==> src/rtl/rf_window_fetch.sv <==
`default_nettype none
// +--------------------------------------------------------------------------------------+
// | rf_window_fetch : 2x2 window address generator and capture stage over a 32-entry RF.  |
// | Optional macro RF_WIN_STALL_CNT_EN adds the stall_cnt output.          Rev 1.0        |
// +--------------------------------------------------------------------------------------+
module rf_window_fetch #(
  parameter int DATA_WIDTH = 8,
  parameter int IMG_W      = 3,
  parameter int IMG_H      = 3,
  parameter int STRIDE     = 1,
  parameter int BASE       = 1
) (
  input  logic                  clk,
  input  logic                  nrst,
  input  logic                  start,
  output logic                  busy,
  output logic                  done,
  output logic                  rf_wr_hold,
  output logic [4:0]            rf_add_1,
  output logic [4:0]            rf_add_2,
  output logic [4:0]            rf_add_3,
  output logic [4:0]            rf_add_4,
  input  logic [DATA_WIDTH-1:0] rf_out1,
  input  logic [DATA_WIDTH-1:0] rf_out2,
  input  logic [DATA_WIDTH-1:0] rf_out3,
  input  logic [DATA_WIDTH-1:0] rf_out4,
  output logic                  win_valid,
  input  logic                  win_ready,
  output logic [DATA_WIDTH-1:0] win_d0,
  output logic [DATA_WIDTH-1:0] win_d1,
  output logic [DATA_WIDTH-1:0] win_d2,
  output logic [DATA_WIDTH-1:0] win_d3,
`ifdef RF_WIN_STALL_CNT_EN
  output logic [15:0]           stall_cnt,
`endif
  output logic                  win_last
);

  localparam int         NCOL   = (IMG_W - 2) / STRIDE + 1;
  localparam int         NROW   = (IMG_H - 2) / STRIDE + 1;
  localparam logic [4:0] C_LAST = 5'((NCOL - 1) * STRIDE);
  localparam logic [4:0] R_LAST = 5'((NROW - 1) * STRIDE);
  localparam logic [4:0] STEP   = 5'(STRIDE);
  localparam logic [4:0] W5     = 5'(IMG_W);
  localparam logic [4:0] B5     = 5'(BASE);

  typedef enum logic [1:0] {
    S_IDLE  = 2'd0,
    S_LOAD  = 2'd1,
    S_FETCH = 2'd2,
    S_DRAIN = 2'd3
  } state_t;

  state_t     state;
  logic [4:0] row;
  logic [4:0] col;
  logic [4:0] row_nxt;
  logic [4:0] col_nxt;
  logic [4:0] a_nxt;
  logic       slot_free;
  logic       final_win;

  always_comb begin
    slot_free = !win_valid || win_ready;
    final_win = (row == R_LAST) && (col == C_LAST);
    if (col == C_LAST) begin
      col_nxt = '0;
      row_nxt = row + STEP;
    end else begin
      col_nxt = col + STEP;
      row_nxt = row;
    end
    a_nxt = B5 + row_nxt * W5 + col_nxt;
  end

  assign rf_wr_hold = busy;

  // Addresses always point at the next window to be captured, so FETCH sees settled read data.
  always_ff @(posedge clk or negedge nrst) begin
    if (!nrst) begin
      state     <= S_IDLE;
      busy      <= 1'b0;
      done      <= 1'b0;
      win_valid <= 1'b0;
      win_last  <= 1'b0;
      row       <= '0;
      col       <= '0;
      rf_add_1  <= '0;
      rf_add_2  <= '0;
      rf_add_3  <= '0;
      rf_add_4  <= '0;
      win_d0    <= '0;
      win_d1    <= '0;
      win_d2    <= '0;
      win_d3    <= '0;
    end else begin
      done <= 1'b0;
      case (state)
        S_IDLE: begin
          if (start) begin
            state    <= S_LOAD;
            busy     <= 1'b1;
            row      <= '0;
            col      <= '0;
            rf_add_1 <= B5;
            rf_add_2 <= B5 + 5'd1;
            rf_add_3 <= B5 + W5;
            rf_add_4 <= B5 + W5 + 5'd1;
          end
        end
        S_LOAD: state <= S_FETCH;
        S_FETCH: begin
          if (slot_free) begin
            win_d0    <= rf_out1;
            win_d1    <= rf_out2;
            win_d2    <= rf_out3;
            win_d3    <= rf_out4;
            win_valid <= 1'b1;
            win_last  <= final_win;
            if (final_win) begin
              state    <= S_DRAIN;
              row      <= '0;
              col      <= '0;
              rf_add_1 <= '0;
              rf_add_2 <= '0;
              rf_add_3 <= '0;
              rf_add_4 <= '0;
            end else begin
              row      <= row_nxt;
              col      <= col_nxt;
              rf_add_1 <= a_nxt;
              rf_add_2 <= a_nxt + 5'd1;
              rf_add_3 <= a_nxt + W5;
              rf_add_4 <= a_nxt + W5 + 5'd1;
            end
          end
        end
        S_DRAIN: begin
          if (win_valid && win_ready) begin
            win_valid <= 1'b0;
            win_last  <= 1'b0;
            done      <= 1'b1;
            busy      <= 1'b0;
            state     <= S_IDLE;
          end
        end
        default: state <= S_IDLE;
      endcase
    end
  end

`ifdef RF_WIN_STALL_CNT_EN
  always_ff @(posedge clk or negedge nrst) begin
    if (!nrst) begin
      stall_cnt <= '0;
    end else if (state == S_IDLE && start) begin
      stall_cnt <= '0;
    end else if ((state == S_FETCH || state == S_DRAIN) && win_valid && !win_ready &&
                 stall_cnt != 16'hFFFF) begin
      stall_cnt <= stall_cnt + 16'd1;
    end
  end
`endif

  a_tile_fits: assert property (@(posedge clk) (BASE + IMG_W * IMG_H - 1) <= 31);

endmodule

`default_nettype wire
==> config.mk <==
export PLATFORM = sky130hd
export DESIGN_NAME = rf_window_fetch
export DESIGN_NICKNAME = d
export VERILOG_FILES = /design/src/rtl/rf_window_fetch.sv
export SDC_FILE = /design/constraint.sdc
export NUM_CORES = 1
export LEC_CHECK = 0
export CORE_AREA = 3 3 95 97
export CTS_CLUSTER_DIAMETER = 200
export DETAILED_ROUTE_END_ITERATION = 10
export DIE_AREA = 0 0 98 100
export GPL_TIMING_DRIVEN = 0
export PLACE_DENSITY = 0.7
export SYNTH_ARGS = -nofsm -noshare
export SYNTH_HDL_FRONTEND = slang
export SYNTH_SLANG_ARGS = --single-unit
==> constraint.sdc <==
create_clock -name clk -period 4 [get_ports clk]
set_input_delay 0.8 -clock clk [delete_from_list [all_inputs] [get_ports clk]]
set_output_delay 0.8 -clock clk [all_outputs]
set_load 0.02 [all_outputs]
== Yosys cells after proc, flatten, opt, wreduce, memory -nomap -nowiden ==
Cells that the tools add are included.
W data, S select, Z words.

* Memories kept: 0
* Register bits after elaboration: 68
* Memory bits (read-only): 0
* Latch bits: 0
* Memory bits (writable): 0

* Multipliers: 1
* Shift operators: 0
* $lt $le $gt $ge: 0
* $add $sub $neg: 7
* Reductions and logical operators: 13
* Mux-type cells: 39
* Equality and inequality tests: 9
* Div/mod/pow operators: 0
* Bitwise operators: 0

{| class="wikitable"
|+ Operators by type and width
! operator !! number
|-
| $mux W5 || 19
|-
| $pmux W5 S2 || 6
|-
| $add A5 B1 Y5 const B || 4
|-
| $eq A5 B1 Y1 const B || 2
|-
| $reduce_and A3 Y1 || 3
|-
| $mux W2 || 4
|-
| $ne A2 B2 Y1 const B || 4
|-
| $pmux W2 S4 || 1
|-
| $mux W1 || 6
|-
| $pmux W1 S2 || 3
|-
| $reduce_bool A2 Y1 || 3
|-
| $add A1 B5 Y5 const A || 1
|-
| $add A5 B2 Y5 const B || 1
|-
| $add A5 B5 Y5 || 1
|-
| $mul A5 B2 Y5 const B || 1
|-
| $eq A2 B2 Y1 const B || 2
|-
| $reduce_and A4 Y1 || 1
|-
| $eq A2 B1 Y1 const B || 1
|-
| $logic_and A1 B1 Y1 || 2
|-
| $logic_not A2 Y1 || 1
|-
| $reduce_and A2 Y1 || 1
|-
| $logic_not A1 Y1 || 1
|-
| $logic_or A1 B1 Y1 || 1
|}

== Longest topological paths before layout ==
* Depth after elaboration: 10
* Mapped depth: 15
* Depth with buffers taken out: 15

== Worst setup path before layout ==
No wires, ideal clock.

* Kind: register to register
* Start point: register col[1]
* End point: register rf_add_4[4]
* Arrival: 3.686 ns
* Slack: 0.244 ns
* Buffers on the path: 1
* Cell stages (with the launch flop): 14
* Required time: 3.931 ns
* Library setup time: 0.069 ns
* Cell sequence: dfrtp_1 inv_1 ha_1 nor4b_4 clkbuf_1 xor2_1 fa_1 fa_1 a21o_1 a21oi_1 xnor3_2 xor2_4 a211o_1 nand3_1

* Longest elaborated chain between the ends: 10
* Elaborated cells between the ends (all ways): 13
* Classes of those cells: add/sub: 5; mul: 1; eq/ne: 1; mux: 5; reduce/logical: 1

{| class="wikitable"
|+ RTL lines
! what !! RTL line !! source
|-
| start, declared || 56 || <nowiki>logic [4:0] col;</nowiki>
|-
| start signal, assigned || 130 || <nowiki>col <= col_nxt;</nowiki>
|-
| $eq A5 B1 Y1 || 65, 66 ||
|-
| $mux W5 || 66 || <nowiki>if (col == C_LAST) begin</nowiki>
|-
| $mul A5 B2 Y5 || 73 || <nowiki>a_nxt = B5 + row_nxt * W5 + col_nxt;</nowiki>
|-
| $add A1 B5 Y5 || 73 ||
|-
| $add A5 B5 Y5 || 73 ||
|-
| $add A5 B2 Y5 || 134 || <nowiki>rf_add_4 <= a_nxt + W5 + 5'd1;</nowiki>
|-
| $add A5 B1 Y5 || 134 ||
|-
| $mux W5 * || 120 || <nowiki>if (final_win) begin</nowiki>
|-
| $mux W5 * || 113 || <nowiki>if (slot_free) begin</nowiki>
|-
| $pmux W5 S2 * || 98 || <nowiki>case (state)</nowiki>
|-
| end signal, assigned || 108 || <nowiki>rf_add_4 <= B5 + W5 + 5'd1;</nowiki>
|-
| end signal, assigned || 134 ||
|-
| end, declared || 22 || <nowiki>output logic [4:0] rf_add_4,</nowiki>
|}

Mark *: on every way between the ends. The rest lies on a longest branch, timed or not. The select of a mux whose other input is x is not followed.
A chain may end at the register's enable or synchronous reset.

== Final worst setup path ==
Same ends and word-level chain as after synthesis.

==> metrics.txt <==
final antenna-violating net count=0; Least-Margin Pin Slew=0.810 ns; Mapped Avg Cell Area=11.6 sq um; clock buffer depth=2; total power=0.00432 W; Critical Path Fanout Max=6; CTS Sinks=65; Ant. Diodes=0; CORE AREA=8220 sq um; routed vias/inst=4.93; Crit path largest cell delay=0.51 ns; CTS Root Cell=clkbuf_8; Slew HR=46.0%; hold buffers post-CTS=0; synth top area cells=dfrtp_1, mux2_2, ha_1, o21ai_0, nand2_1; worst hold path class=reg2reg; sequential-to-total area share from yosys stat=50.5%; hold path cells=2; most frequent cells in the layout=clkdlybuf4s50_1, dfrtp_1, mux2_2; Ys Warns=0; Initial Util=39.2%; #FFs+latches synth=65; die area=9800 sq um; H-tree levels=3; Max Cap Viol=0; grt ovf=0; TritonCTS clock tree=done; post-layout min period=3.69 ns; distinct cell type count after synthesis=41; drt total wl=7020 um; hpwl dp=5130 um; RSZ-0062 raised after global routing=false; antenna violations before repair=0; Top-Level Pins=93; pwr dens=957 nW/um^2; clk slew on worst S/H paths=0.07 ns; period utilization=92.4%; Post-Syn Area=3220 sq um; Core Util, Final=55.0%; share of cells above drive strength 1=18.1%; vias in the first global route=2,426; die span in x=98 um; CP required=4.28 ns; Post-Syn Nets=333; clock latency on the worst-skew pair=0.34 ns; area delta synth->final=40.2%; most common cell after layout, fill and taps aside=clkdlybuf4s50_1; via count=2,426; Peak VDD IR=421 uV; post-route setup TNS=0 ns; Die Ht=100 um; Setup CP Type=reg2reg; Synth top area share=50.5%; PortBufs=92; pin count of the biggest net entering global routing=66; DRT iter0 DRCs=103; R2R cell count=17; Arrival @ worst endpoint=3.97 ns; num rows=33; CP max-delay cell=fa_1; first drt pass iteration count=5; status=completed; Cells after Synth=279; Final Hold Vio Count=0; final slew viol count=0; Leak=1.98 nW; Final Wtd Congestion=0.771; Layout Nets=439; final setup fails=0; DRC violations left=0; CTS Buf Count=9; crit-path cells=inv_1 > ha_1 > nor4b_4 > buf_4 > buf_4 > nor2_1 > a21oi_2 > inv_1 > fa_1 > inv_1 > ha_1 > a21o_1 > a21oi_1 > xnor3_2 > xor2_4 > a211o_1 > nand3_1; first-pass GRT wire length=11,900 um; GRT Total Usage=15.1%; fmax=0.271 GHz; DR WL/cell=14.3 um; leading area contributor after synthesis=dfrtp_1; startpoint types=flip-flop; Layout Skew=0.0127 ns; Worst setup EP type=flip-flop; Critical Path Most Common Cell=inv_1
-- per-stage QoR --
stage               area, sq um  hold slack (ns)  setup slack (ns)  cells
floorplan                  3220            0.500             0.244    279
global placement           4280            0.463           -0.0851    476
detailed placement         4270            0.475            -0.160    476
CTS                        4490            0.495             0.125    491
global route               4520            0.516            0.0473    492
finish                     4520            0.486             0.305    492
-- final timing paths --
check / from / end / slack (ns)
worst max-delay path: col[1] / rf_add_4[4] / 0.31
max in group asynchronous: nrst / row[3] / 2.91
worst min register to register: rf_add_2[3] / rf_add_2[3] / 0.49
min in group asynchronous: nrst / win_d1[6] / 0.57
worst min-delay path: rf_add_2[3] / rf_add_2[3] / 0.49
worst max register to register: col[1] / rf_add_4[4] / 0.31
-- power by group --
| part | total, W | leakage (nW) | internal (W) | switching [W] |
|---|---|---|---|---|
| clock network | 0.000577 | 0.0983 | 0.000342 | 0.000235 |
| logic | 0.00267 | 1.08 | 0.00124 | 0.00144 |
| registers | 0.00108 | 0.797 | 0.000917 | 0.000159 |
| total | 0.00432 | 1.98 | 0.00249 | 0.00183 |
-- timing repair --
item                       CTS  global route
setup endpoints to repair    4             5
gates resized for setup      1             5
pin swaps                    0             2
setup buffers                2             1
-- synthesized netlist by cell type --
| cell | n |
|---|---|
| xnor3_2 | 1 |
| nor2_1 | 8 |
| o32a_1 | 1 |
| nand2_1 | 26 |
| nor2_2 | 1 |
| nor4b_2 | 1 |
| buf_4 | 4 |
| clkbuf_1 | 6 |
| a21oi_1 | 17 |
| buf_2 | 4 |
| xnor2_1 | 11 |
| or2_2 | 1 |
| buf_1 | 1 |
| xor2_4 | 1 |
| xor2_1 | 6 |
| nand3_1 | 5 |
| dfrtp_1 | 65 |
| nor4b_4 | 1 |
| a21o_1 | 2 |
| o22ai_2 | 1 |
| a32o_1 | 2 |
| mux2_2 | 33 |
| nand3_2 | 1 |
| o41ai_1 | 1 |
| o211ai_1 | 1 |
| o31ai_1 | 2 |
| and4_1 | 1 |
| a32oi_1 | 1 |
| inv_1 | 17 |
| a22o_1 | 2 |
| and3_1 | 1 |
| and4b_1 | 1 |
| a211o_1 | 1 |
| nor2b_1 | 2 |
| nand2b_1 | 3 |
| fa_1 | 4 |
| o21ai_0 | 24 |
| o21ai_1 | 2 |
| nand4_1 | 2 |
| nand3b_1 | 1 |
| ha_1 | 14 |
-- cell type report --
cell class,count,area [sq um]
tap,105,131
clock buffer,10,128
inverter,17,63.8
fill,754,3700
clock inverter,3,68.8
timing repair buffer,95,941
buffer,15,77.6
sequential,65,1630
multi-input combinational,182,1480
-- kinds of logic (layout without fill, tap and decap cells) --
kind of cell | after synthesis | after routing | synth area share [%]
buffers and inverters | 32 | 140 | 4.35
adders and majority gates | 18 | 18 | 7.92
and+or+nand+nor | 55 | 55 | 9.01
xor gates and xnor gates | 19 | 19 | 6.21
DFF | 65 | 65 | 50.5
AOI/OAI and AO/OA | 57 | 57 | 10.5
muxes | 33 | 33 | 11.5
-- per-layer routing --
layer,up-vias,share of wire [%],track usage [%]
li1,1172,-,-
met1,1191,44,19.1
met2,59,50,25.1
met3,4,5.2,4.03
met4,0,0.67,5.43
met5,-,0,0
-- registers in the layout, indices dropped and copies added (netlist names), 2 cells and up --
register / count
col: 5
win_d3: 8
rf_add_1: 4
rf_add_4: 4
rf_add_3: 4
win_d0: 8
win_d2: 8
rf_add_2: 5
win_d1: 8
state: 2
row: 5
-- worst max-delay path: cells and delay by family, from the launching register on --
family,cells,cell delay (ns)
AOI/OAI and AO/OA,4,0.81
xor gates and xnor gates,2,0.55
DFF,1,0.41
buffers and inverters,5,0.53
and+or+nand+nor,3,0.37
adders and majority gates,3,0.97
No activity file was read; power rests on OpenSTA's default activity.
